$ cat src/rtl/calc_pkg.sv
// calc_pkg: opcodes, arbiter state encoding and operand width shared by the
// calculator unit arbiter and its round-robin picker.
package calc_pkg;

  localparam int OPW = 16;

  localparam logic [2:0] OP_ADD = 3'b001;
  localparam logic [2:0] OP_SUB = 3'b010;
  localparam logic [2:0] OP_MUL = 3'b100;

  typedef enum logic [1:0] {
    IDLE    = 2'd0,
    ISSUE   = 2'd1,
    WAIT    = 2'd2,
    RESPOND = 2'd3
  } arb_state_t;

  // An opcode is legal only when it is exactly one of the three one-hot codes.
  function automatic logic op_legal(input logic [2:0] o);
    return (o == OP_ADD) || (o == OP_SUB) || (o == OP_MUL);
  endfunction

endpackage

$ cat src/rtl/calc_unit_arbiter_rr_picker.sv
// rr_picker: combinational round-robin selector. Returns the first asserted
// request at or after ptr_i, wrapping around NREQ.
module rr_picker #(
  parameter int NREQ = 2,
  parameter int PW   = $clog2(NREQ)
) (
  input  logic [NREQ-1:0] req_i,
  input  logic [PW-1:0]   ptr_i,
  output logic            valid_o,
  output logic [PW-1:0]   winner_o
);

  int idx_s;

  // Scan offsets from farthest to nearest so the nearest asserted request wins.
  always_comb begin
    valid_o  = 1'b0;
    winner_o = '0;
    idx_s    = 0;
    for (int i = NREQ - 1; i >= 0; i--) begin
      idx_s = (int'(ptr_i) + i) % NREQ;
      if (req_i[idx_s[PW-1:0]]) begin
        valid_o  = 1'b1;
        winner_o = idx_s[PW-1:0];
      end
    end
  end

endmodule

$ cat src/rtl/calc_unit_arbiter.sv
// calc_unit_arbiter: shares one add/sub unit and one multiply unit between
// NREQ requesters, one operation in flight at a time, round-robin grants.
// Optional WAIT watchdog enabled by defining CALC_ARB_TIMEOUT_EN.
module calc_unit_arbiter
  import calc_pkg::*;
#(
  parameter int NREQ           = 2,
  parameter int TIMEOUT_CYCLES = 64
) (
  input  logic              clk,
  input  logic              nRST,
  input  logic [NREQ-1:0]   req,
  input  logic [NREQ*3-1:0] op,
  input  logic [NREQ*OPW-1:0] opa,
  input  logic [NREQ*OPW-1:0] opb,
  output logic [NREQ-1:0]   gnt,
  output logic [NREQ-1:0]   done,
  output logic [OPW-1:0]    result,
  output logic              err,
  output logic [OPW-1:0]    alu_in1,
  output logic [OPW-1:0]    alu_in2,
  output logic              alu_sub,
  output logic              alu_start,
  input  logic [OPW-1:0]    alu_out,
  input  logic              alu_finish,
  output logic [OPW-1:0]    mul_in1,
  output logic [OPW-1:0]    mul_in2,
  output logic              mul_start,
  input  logic [OPW-1:0]    mul_out,
  input  logic              mul_finish
);

  localparam int PW = $clog2(NREQ);
  localparam logic [NREQ-1:0] ONE_HOT0 = NREQ'(1'b1);

  arb_state_t      state_q;
  logic [PW-1:0]   rr_q, win_q;
  logic [2:0]      op_q;
  logic [OPW-1:0]  opa_q, opb_q;
  logic [NREQ-1:0] gnt_q, done_q;
  logic [OPW-1:0]  result_q, alu_in1_q, alu_in2_q, mul_in1_q, mul_in2_q;
  logic            err_q, alu_sub_q, alu_start_q, mul_start_q;

  logic            pick_valid_s;
  logic [PW-1:0]   pick_win_s;
  logic [2:0]      op_sel_s;
  logic [OPW-1:0]  opa_sel_s, opb_sel_s;
  logic            fin_sel_s;
  logic [OPW-1:0]  out_sel_s;

`ifdef CALC_ARB_TIMEOUT_EN
  localparam int CW = $clog2(TIMEOUT_CYCLES) + 1;
  logic [CW-1:0] cnt_q;
`endif

  rr_picker #(.NREQ(NREQ), .PW(PW)) u_picker (
    .req_i    (req),
    .ptr_i    (rr_q),
    .valid_o  (pick_valid_s),
    .winner_o (pick_win_s)
  );

  // Route the winning requester's op/operands and the selected unit's finish.
  always_comb begin
    op_sel_s  = op[int'(pick_win_s) * 3 +: 3];
    opa_sel_s = opa[int'(pick_win_s) * OPW +: OPW];
    opb_sel_s = opb[int'(pick_win_s) * OPW +: OPW];
    if (op_q == OP_MUL) begin
      fin_sel_s = mul_finish;
      out_sel_s = mul_out;
    end else begin
      fin_sel_s = alu_finish;
      out_sel_s = alu_out;
    end
  end

  // Arbiter FSM with all outputs registered; pulses default low each cycle.
  always_ff @(posedge clk or negedge nRST) begin
    if (!nRST) begin
      state_q     <= IDLE;
      rr_q        <= '0;
      win_q       <= '0;
      op_q        <= 3'b000;
      opa_q       <= '0;
      opb_q       <= '0;
      gnt_q       <= '0;
      done_q      <= '0;
      result_q    <= '0;
      err_q       <= 1'b0;
      alu_in1_q   <= '0;
      alu_in2_q   <= '0;
      alu_sub_q   <= 1'b0;
      alu_start_q <= 1'b0;
      mul_in1_q   <= '0;
      mul_in2_q   <= '0;
      mul_start_q <= 1'b0;
`ifdef CALC_ARB_TIMEOUT_EN
      cnt_q       <= '0;
`endif
    end else begin
      gnt_q       <= '0;
      done_q      <= '0;
      alu_start_q <= 1'b0;
      mul_start_q <= 1'b0;
      case (state_q)
        IDLE: begin
          if (pick_valid_s) begin
            win_q <= pick_win_s;
            op_q  <= op_sel_s;
            opa_q <= opa_sel_s;
            opb_q <= opb_sel_s;
            gnt_q <= ONE_HOT0 << pick_win_s;
            if (op_legal(op_sel_s)) begin
              state_q <= ISSUE;
            end else begin
              result_q <= '0;
              err_q    <= 1'b1;
              state_q  <= RESPOND;
            end
          end
        end
        ISSUE: begin
          if (op_q == OP_MUL) begin
            mul_in1_q   <= opa_q;
            mul_in2_q   <= opb_q;
            mul_start_q <= 1'b1;
          end else begin
            alu_in1_q   <= opa_q;
            alu_in2_q   <= opb_q;
            alu_sub_q   <= (op_q == OP_SUB);
            alu_start_q <= 1'b1;
          end
`ifdef CALC_ARB_TIMEOUT_EN
          cnt_q <= '0;
`endif
          state_q <= WAIT;
        end
        WAIT: begin
          if (fin_sel_s) begin
            result_q <= out_sel_s;
            err_q    <= 1'b0;
            state_q  <= RESPOND;
          end
`ifdef CALC_ARB_TIMEOUT_EN
          else if (cnt_q == CW'(TIMEOUT_CYCLES - 1)) begin
            result_q <= '0;
            err_q    <= 1'b1;
            state_q  <= RESPOND;
          end else begin
            cnt_q <= cnt_q + CW'(1);
          end
`endif
        end
        RESPOND: begin
          done_q  <= ONE_HOT0 << win_q;
          rr_q    <= (win_q == PW'(NREQ - 1)) ? '0 : win_q + PW'(1);
          state_q <= IDLE;
        end
        default: state_q <= IDLE;
      endcase
    end
  end

  assign gnt       = gnt_q;
  assign done      = done_q;
  assign result    = result_q;
  assign err       = err_q;
  assign alu_in1   = alu_in1_q;
  assign alu_in2   = alu_in2_q;
  assign alu_sub   = alu_sub_q;
  assign alu_start = alu_start_q;
  assign mul_in1   = mul_in1_q;
  assign mul_in2   = mul_in2_q;
  assign mul_start = mul_start_q;

endmodule

$ cat config.mk
export PLATFORM = sky130hd
export DESIGN_NAME = calc_unit_arbiter
export DESIGN_NICKNAME = d
export VERILOG_FILES = /design/src/rtl/calc_pkg.sv /design/src/rtl/calc_unit_arbiter_rr_picker.sv /design/src/rtl/calc_unit_arbiter.sv
export SDC_FILE = /design/constraint.sdc
export NUM_CORES = 1
export LEC_CHECK = 0
export CAP_MARGIN = 5
export CORE_UTILIZATION = 25
export CTS_CLUSTER_DIAMETER = 40
export DETAILED_ROUTE_END_ITERATION = 16
export RECOVER_POWER = 25
export SLEW_MARGIN = 0
export SYNTH_ARGS = -nofsm -noshare
export SYNTH_HDL_FRONTEND = slang
export SYNTH_SLANG_ARGS = --single-unit
$ cat constraint.sdc
create_clock -name clk -period 5.1 [get_ports clk]
set_clock_uncertainty 0.05 [all_clocks]
set_input_delay 1.02 -clock clk [delete_from_list [all_inputs] [get_ports clk]]
set_output_delay 1.02 -clock clk [all_outputs]
set_load 0.03 [all_outputs]
# Yosys cells after proc, flatten, opt, wreduce, memory -nomap -nowiden
# Cells that the tools add are included.
# classes
addsub	2
n_mul	1
order_cmp	2
n_eq_ne	11
shifts	5
muxes	30
n_bitwise	1
reduce_logical	9
# op_table
cell	n
$mux 16	4
$shiftx 32x6->16	2
$pmux 16 s2	1
$mux 1	17
$mux 2	6
$pmux 2 s4	1
$reduce_and 2->1	4
$eq 3x2->1 const B	2
$eq 3x3->1 const B	2
$ne 2x2->1 const B	3
$shiftx 6x4->3	1
$eq 2x2->1 const B	2
$lt 1x2->1 const B	2
$reduce_and 4->1	1
$shl 1x1->2 const A	2
$eq 3x1->1 const B	1
$mul 1x2->3 const B	1
$add 1x1->1 const B	2
$eq 2x1->1 const B	1
$logic_not 2->1	1
$logic_or 1x1->1	2
$pmux 1 s2	1
$reduce_bool 2->1	1
$not 1->1	1
# totals
ff_bits	127
input_bits	108
output_inout_bits	88
elab_cells	78

# Longest topological paths before layout
# Gate-level depths: netlist of run 1.
# depth
depth_word	13
depth_mapped	8
depth_no_buf	6

# Hierarchy
# Synthesis of run 1 repeated with hierarchy kept, for this count alone.
# unflattened
cells_unflattened	435
area_unflattened_um2	5480.3
# by_module_without_submodules
mod	n_inst	cells_each	area_per_inst_um2	seq_area_each_um2
calc_unit_arbiter	1	432	5462.7	3178.0
rr_picker	1	3	17.5	0.0

# Least setup slack after synthesis of run 1
# OpenSTA, ideal clock, no wires.
# synth_timing
kind	input to register
start	input port op[4]
end	register result_q[10], in the netlist result[10]
setup_ns	0.133
arrival_time_ns	2.157
required_ns	4.917
path_slack_ns	2.760
path_stages	6
path_buffers	2
cell_sequence	or3b_1 > o2111a_1 > buf_2 > clkbuf_1 > o211ai_1 > o211ai_2
# synth_between
elab_chain_cells	6
word_cells_on_any_way	8
cone_classes	4 x eq/ne; 1 x shift; 3 x reduce/logical
# synth_lines
element	line_no	rtl
from (decl)	calc_unit_arbiter.sv:13	input logic [NREQ*3-1:0] op,
$shiftx 6x4->3 (*)	calc_unit_arbiter.sv:65	op_sel_s = op[int'(pick_win_s) * 3 +: 3];
$eq 3x1->1 / $eq 3x2->1 (equally long branches)	calc_pkg.sv:20	return (o == OP_ADD) || (o == OP_SUB) || (o == OP_MUL);
$logic_or 1x1->1	calc_pkg.sv:20	
$logic_or 1x1->1 (*)	calc_pkg.sv:20	
$ne 2x2->1 (no source line) (*)	-	
$reduce_and 4->1 (no source line) (*)	-	
to (signal assigned)	calc_unit_arbiter.sv:140	result_q <= out_sel_s;
to (decl)	calc_unit_arbiter.sv:41	logic [OPW-1:0] result_q, alu_in1_q, alu_in2_q, mul_in1_q, mul_in2_q;
# Every way passes the cells marked *; elsewhere a longest branch is shown, timed or not.
# A chain may end at the register's enable or synchronous reset.

# Worst setup path after layout of run 1
# layout_timing
start	input port req[0]
end	register result_q[4], in the netlist result[4]
# layout_between
elab_chain_cells	11
word_cells_on_any_way	18
cone_classes	1 x mul; 5 x eq/ne; 1 x shift; 8 x mux; 3 x reduce/logical
# layout_lines
element	line_no	rtl
from (decl)	calc_unit_arbiter.sv:12	input logic [NREQ-1:0] req,
$mux 1 (implied by the code) (2 in a row)	calc_unit_arbiter_rr_picker.sv:22	if (req_i[idx_s[PW-1:0]]) begin
$mux 1 (2 in a row)	calc_unit_arbiter_rr_picker.sv:22	
$mul 1x2->3	calc_unit_arbiter.sv:65	
$shiftx 6x4->3	calc_unit_arbiter.sv:65	
$eq 3x1->1 / $eq 3x2->1 (equally long branches)	calc_pkg.sv:20	
$logic_or 1x1->1 (2 in a row)	calc_pkg.sv:20	
$ne 2x2->1 (no source line)	-	
$reduce_and 4->1 (no source line) (*)	-	
# Every way passes the cells marked *; elsewhere a longest branch is shown, timed or not. The select of a mux whose other input is x is not followed.

==> reports/results.tsv, run 1 <==
stage	metric	value	unit
critical_path	Setup crit end kind	register	
final_layout	multi-input logic area	0.00252	mm²
die	chip height	156	µm
final_layout	# fillers	2260	
detailed_routing	DRT iter0 DRCs	152	
sta	Tcrit/Tclk final	63.2	%
run_status	outcome	finished, violations left	
global_route	vias in the first global route	4405	
critical_path	CP max-delay cell	o2111a_1	
sta	setup total negative slack	0	ps
cts	CTS resizes	0	
detailed_routing	WL final	15900	µm
final_layout	Layout Nets	783	
final_layout	Ant. Diodes	0	
die	initial core utilization	25.8	%
critical_path	Cell Chain, Critical Path	clkdlybuf4s50_1, nand2b_1, o2111a_1, o21ba_1, o211ai_1	
placed_design	dpl hpwl	10800	µm
die	site row count	55	
final_layout	Sequential Area	0.00318	mm²
placed_design	GPL Wtd Cong	0.756	
synth	share of the synthesized area in the top cell type	53.7	%
synth	Yosys reg bits	127	
die	boundary pin count	196	
global_route	first-pass GRT wire length	24900	µm
sta	Slew @ Worst Pin	2270	ps
synth	Post-Syn Area	0.00592	mm²
power	Pleak	3.84	nW
power	IR drop worst, VDD	199	µV
cts	clock sink count	127	
detailed_routing	via count	4506	
die	die width	156	µm
synth	XOR/XNOR Fraction of Synth Area	0.296	%
synth	syn_nets	599	
sta	RSZ-0062 raised after global routing	no	
run_status	violated checks	max-capacitance violations, max-slew violations	
critical_path	CP arrival	3430	ps
sta	PnR worst setup slack	1880	ps
sta	Max Clock Freq	310	MHz
critical_path	CP Max Fanout	20	
detailed_routing	number of vias per cell	4.52	
sta	final setup fails	0	
global_route	Overflow after GRT	0	
synth	Adder-Cell Fraction of Synth Area	0.846	%
detailed_routing	DR WL/cell	16.0	µm
detailed_routing	Final ANT Viol Nets	0	
power	pwr dens	648	mW/mm²
synth	Mapped Avg Cell Area	12.1	µm²
sta	fin. max-slew vios	89	
synth	Mapped Cells	487	
global_route	initial antenna violation count	0	
placed_design	pre-CTS WS	1460	ps
final_layout	post-layout util	38.0	%
final_layout	share of cells above drive strength 1	17.3	%
power	Power, Total	5.65	mW
cts	Longest Clk Path Bufs	2	
sta	Final Hold Vio Count	0	
die	core area	0.0229	mm²
cts	CTS clock-pin slew for the worst setup and hold paths	60	ps
final_layout	area grow syn2layout	47.3	%
die	die area	0.0243	mm²
synth	post-synth cell types	45	
cts	Post-CTS Hold Buffers	0	
global_route	GRT Overall Usage	13.4	%
synth	Compound-Gate Fraction of Synth Area	13.0	%
placed_design	input/output buffers	195	
cts	worst skew pair latency	410	ps
critical_path	worst path required time	5310	ps
cts	root buf cell	clkbuf_16	
cts	H-tree levels	4	
synth	mux contribution to synthesized area	21.1	%
critical_path	WS Path Type	primary input to register	
synth	Post-Synth Simple-Gate Area	7.00	%
cts	CTS buffer count	17	
synth	Synth Warn #	0	
synth	largest family of logic cells by synthesized area	multiplexers	
final_layout	commonest non-fill, non-tap cells in the layout	clkdlybuf4s50_1, dfrtp_1, nand2_1	
synth	Area contributors post-synth	dfrtp_1, mux2_2, mux2i_1, nand2_1, a22o_1	
final_layout	commonest non-fill, non-tap cell in the layout	clkdlybuf4s50_1	
sta	min Tclk post-route	3220	ps
sta	Hold WS	415	ps
global_route	pin count of the biggest net entering global routing	89	
sta	relative slew slack	-51.0	%
detailed_routing	DR pass1 iterations	4	
synth	cell taking the most area after synthesis	dfrtp_1	
synth	register area share after synthesis	53.7	%
run	Max Cap Viol	1	
cts	CTS tree	built	
critical_path	delay of the slowest critical-path stage	750	ps
cts	total setup buffers inserted after CTS	0	
detailed_routing	DRC Markers	0	
critical_path	Startpoint Class	primary input	
min_path	type of the tightest min-delay check	register to register	
-- stage by stage --
| step | cell area, µm² | std cells |
|---|---|---|
| global placement | 8120 | 965 |
| CTS | 8720 | 996 |
| finish | 8720 | 996 |
| floorplan | 5920 | 487 |
| detailed placement | 8120 | 965 |
| global route | 8720 | 996 |
-- kinds of logic (layout without fill, tap and decap cells) --
group / Yosys count / count (layout)
flip-flops: 127 / 127
buffers and inverters: 43 / 239
AO/OA/AOI/OAI: 99 / 99
XOR/XNOR: 2 / 2
adder cells (fa/ha/maj): 4 / 4
AND/OR/NAND/NOR: 95 / 95
multiplexers: 117 / 117
-- Yosys cell counts, drive strengths merged --
master   instances
inv              7
xnor2            1
nor3b            1
mux2            64
nand3            1
nand2b           1
a221oi           2
and2             2
a22o            26
o311ai           1
o31a             1
dfrtp          127
clkbuf          15
o41ai            1
or3b             2
o2bb2ai          1
nand2           75
o2111a           1
and3             1
a31oi            1
xor2             1
o21ba            1
o22a             1
ha               4
o211ai          32
a211oi           1
mux2i           53
nor3             2
a21o             1
nor2             8
buf             21
nor2b            1
a21oi            5
nor4bb           1
o21ai           24
-- final timing paths --
kind                                   startpoint                      to  slack [ps]  depth (start not counted)
worst min-delay path            win_q$_DFFE_PN0P_       done[0]$_DFF_PN0_         410                          1
worst max-delay path                       req[0]   result[4]$_DFFE_PN0P_        1880                          5
worst min register to register  win_q$_DFFE_PN0P_       done[0]$_DFF_PN0_         410                          1
worst max register to register   rr_q$_DFFE_PN0N_   result[4]$_DFFE_PN0P_        2590                          4
max in group asynchronous                    nRST   opb_q[10]$_DFFE_PN0P_        2230                          2
min in group asynchronous                    nRST  alu_in1[2]$_DFFE_PN0P_        1240                          1
-- report_power, final --
| part | switching [mW] | total, mW | internal (mW) |
|---|---|---|---|
| sequential | 0.287 | 1.76 | 1.48 |
| combinational | 1.43 | 2.62 | 1.19 |
| clock | 0.486 | 1.26 | 0.778 |
-- sequential cells by signal, indices dropped and copies added (netlist names) --
signal	count
op_q	3
mul_start	1
alu_in1	16
state_q	2
mul_in2	16
opa_q	16
alu_start	1
win_q	1
gnt	2
done	2
opb_q	16
err	1
mul_in1	16
result	16
alu_sub	1
rr_q	1
alu_in2	16
-- routing by layer --
metal | global-route usage (%) | wire length, µm | up-vias
met1 | 17.6 | 7370 | 2214
met2 | 21.2 | 7410 | 138
li1 | - | - | 2139
met5 | 0 | 0 | -
met3 | 3.25 | 853 | 15
met4 | 5.14 | 296 | 0
-- critical path, delay by kind of cell --
| kind | cells | cell delay (ps) |
|---|---|---|
| buffers and inverters | 1 | 470 |
| AND/OR/NAND/NOR | 1 | 240 |
| AO/OA/AOI/OAI | 3 | 1680 |
-- cell type report --
| cell class | count | area share [%] |
|---|---|---|
| flip-flops and latches | 127 | 36.5 |
| multi-input cells | 317 | 28.9 |
| repair buffers | 201 | 22.8 |
| clock buffers | 17 | 4.88 |
| well taps | 313 | 4.49 |
| clock inverters | 14 | 2.10 |
| inverters | 7 | 0.301 |
No activity file was read; power rests on OpenSTA's default activity.
==> inputs of run 2 (changes only) <==
Clock period 5.1 ns to 3.4 ns, I/O delays scaled along.
==> run 2 against run 1 <==
The flow still finishes with violations (max-capacitance violations, max-slew violations). Clock-buffer cell count unchanged. Power is 50% higher. Non-clock buffer count up 9. Global-route usage is 0.26 points higher. Setup slack got worse by 1000 ps. Largest cell class unchanged. Largest power group unchanged.
==> reports/results.tsv, run 2 (synthesis results as in run 1) <==
stage	metric	value	unit
run_status	outcome	finished, violations left	
run_status	violated checks	max-capacitance violations, max-slew violations	
die	chip height	156	µm
placed_design	input/output buffers	195	
power	Pleak	3.89	nW
power	Gate power share	46.6	%
die	core area	0.0229	mm²
sta	fin. max-slew vios	75	
power	switching power of the nets	3.30	mW
cts	worst skew pair latency	410	ps
detailed_routing	number of vias per cell	4.46	
sta	RSZ-0062 raised after global routing	no	
cts	CTS resizes	0	
final_layout	commonest non-fill, non-tap cell in the layout	clkdlybuf4s50_1	
critical_path	WS Path Type	primary input to register	
final_layout	multi-input logic area	0.00252	mm²
critical_path	r2r startpoint	op_q[2]$_DFFE_PN0P_	
power	Reg power frac	31.2	%
die	boundary pin count	196	
sta	Max Clock Freq	395	MHz
sta	relative slew slack	-31.9	%
critical_path	Setup crit end kind	register	
critical_path	Startpoint Class	primary input	
power	pwr dens	965	mW/mm²
cts	clock sink count	127	
global_route	first-pass GRT wire length	25400	µm
sta	Tcrit/Tclk final	74.5	%
global_route	vias in the first global route	4565	
die	die area	0.0243	mm²
sta	min Tclk post-route	2530	ps
critical_path	Cell Chain, Critical Path	clkdlybuf4s50_1, nor2_1, nor2_1, o211ai_1, o211ai_2	
min_path	type of the tightest min-delay check	register to register	
global_route	initial antenna violation count	0	
die	site row count	55	
final_layout	commonest non-fill, non-tap cells in the layout	clkdlybuf4s50_1, dfrtp_1, nand2_1	
detailed_routing	DRT iter0 DRCs	165	
final_layout	share of cells above drive strength 1	18.4	%
global_route	GRT Overall Usage	13.7	%
power	IR drop worst, VDD	319	µV
die	die width	156	µm
detailed_routing	DR pass1 iterations	6	
cts	root buf cell	clkbuf_16	
detailed_routing	DRC Markers	0	
critical_path	worst path required time	3690	ps
detailed_routing	WL final	16000	µm
run	Max Cap Viol	1	
critical_path	Most common cell on crit path	nor2_1	
placed_design	dpl hpwl	11200	µm
cts	Longest Clk Path Bufs	2	
sta	Final Hold Vio Count	0	
sta	final setup fails	0	
cts	CTS clock-pin slew for the worst setup and hold paths	60	ps
final_layout	Ant. Diodes	0	
detailed_routing	DR WL/cell	16.0	µm
critical_path	delay of the slowest critical-path stage	850	ps
power	Clock Power Share	22.2	%
detailed_routing	Final ANT Viol Nets	0	
final_layout	Sequential Area	0.00318	mm²
final_layout	# fillers	2285	
sta	Slew @ Worst Pin	1980	ps
placed_design	GPL Wtd Cong	0.740	
critical_path	CP Max Fanout	16	
global_route	pin count of the biggest net entering global routing	76	
sta	Hold WS	400	ps
power	fraction of power spent switching nets	38.9	%
critical_path	CP arrival	2820	ps
placed_design	DP Area	0.00820	mm²
cts	H-tree levels	4	
sta	setup total negative slack	0	ps
critical_path	CP max-delay cell	nor2_1	
critical_path	Critical Path Start	req[1]	
cts	CTS buffer count	17	
min_path	hold path start	win_q$_DFFE_PN0P_	
global_route	Overflow after GRT	0	
final_layout	post-route cell area	0.00879	mm²
cts	total setup buffers inserted after CTS	0	
die	initial core utilization	25.8	%
cts	Post-CTS Hold Buffers	0	
cts	CTS tree	built	
final_layout	area grow syn2layout	48.6	%
power	total internal power	5.18	mW
final_layout	Layout Nets	792	
detailed_routing	via count	4487	
[run 2: area by class of cell]
type,instances,share of cell area [%]
clock buffer,17,4.84
tap,313,4.45
multi-input combinational,317,28.7
inverter,7,0.299
timing repair buffer,210,23.6
clock inverter,14,2.03
sequential,127,36.1
[run 2: final timing paths]
check | endpoint | slack [ps] | cells after the start
worst min-delay path | done[0]$_DFF_PN0_ | 400 | 1
min in group asynchronous | opa_q[4]$_DFFE_PN0P_ | 770 | 1
max in group asynchronous | mul_in2[13]$_DFFE_PN0P_ | 1350 | 1
worst max-delay path | result[15]$_DFFE_PN0P_ | 870 | 5
worst max register to register | mul_in2[1]$_DFFE_PN0P_ | 1180 | 3
worst min register to register | done[0]$_DFF_PN0_ | 400 | 1
[run 2: routing by layer]
layer  vias up  global-route usage [%]  routed length [µm]
met4         0                    3.50                 123
met5         -                       0                   0
met3        10                    3.89                 800
met2       118                    21.9                7590
li1       2140                       -                   -
met1      2219                    17.9                7520
[run 2: power by group through the flow]
| stage | sequential, mW | clock [mW] | combinational, mW |
|---|---|---|---|
| floorplan | 3.51 | 0 | 1.61 |
| global placement | 2.67 | 0 | 3.97 |
| detailed placement | 2.67 | 0 | 4.02 |
| CTS | 2.65 | 1.94 | 4.02 |
| global route | 2.75 | 2.01 | 4.24 |
| finish | 2.65 | 1.88 | 3.96 |
[run 2: stage by stage]
| stage | instances | util [%] | setup slack (ps) | power [mW] |
|---|---|---|---|---|
| floorplan | 487 | - | 1400 | 5.12 |
| global placement | 974 | 35.8 | 501 | 6.64 |
| detailed placement | 974 | 35.8 | 440 | 6.69 |
| CTS | 1005 | 38.4 | 888 | 8.62 |
| global route | 1005 | 38.4 | 680 | 8.99 |
| finish | 1005 | 38.4 | 867 | 8.48 |
[run 2: critical path: cells and delay by family]
family / cells / cell delay [ps]
AND/OR/NAND/NOR: 2 / 1060
buffers and inverters: 1 / 710
AO/OA/AOI/OAI: 2 / 370
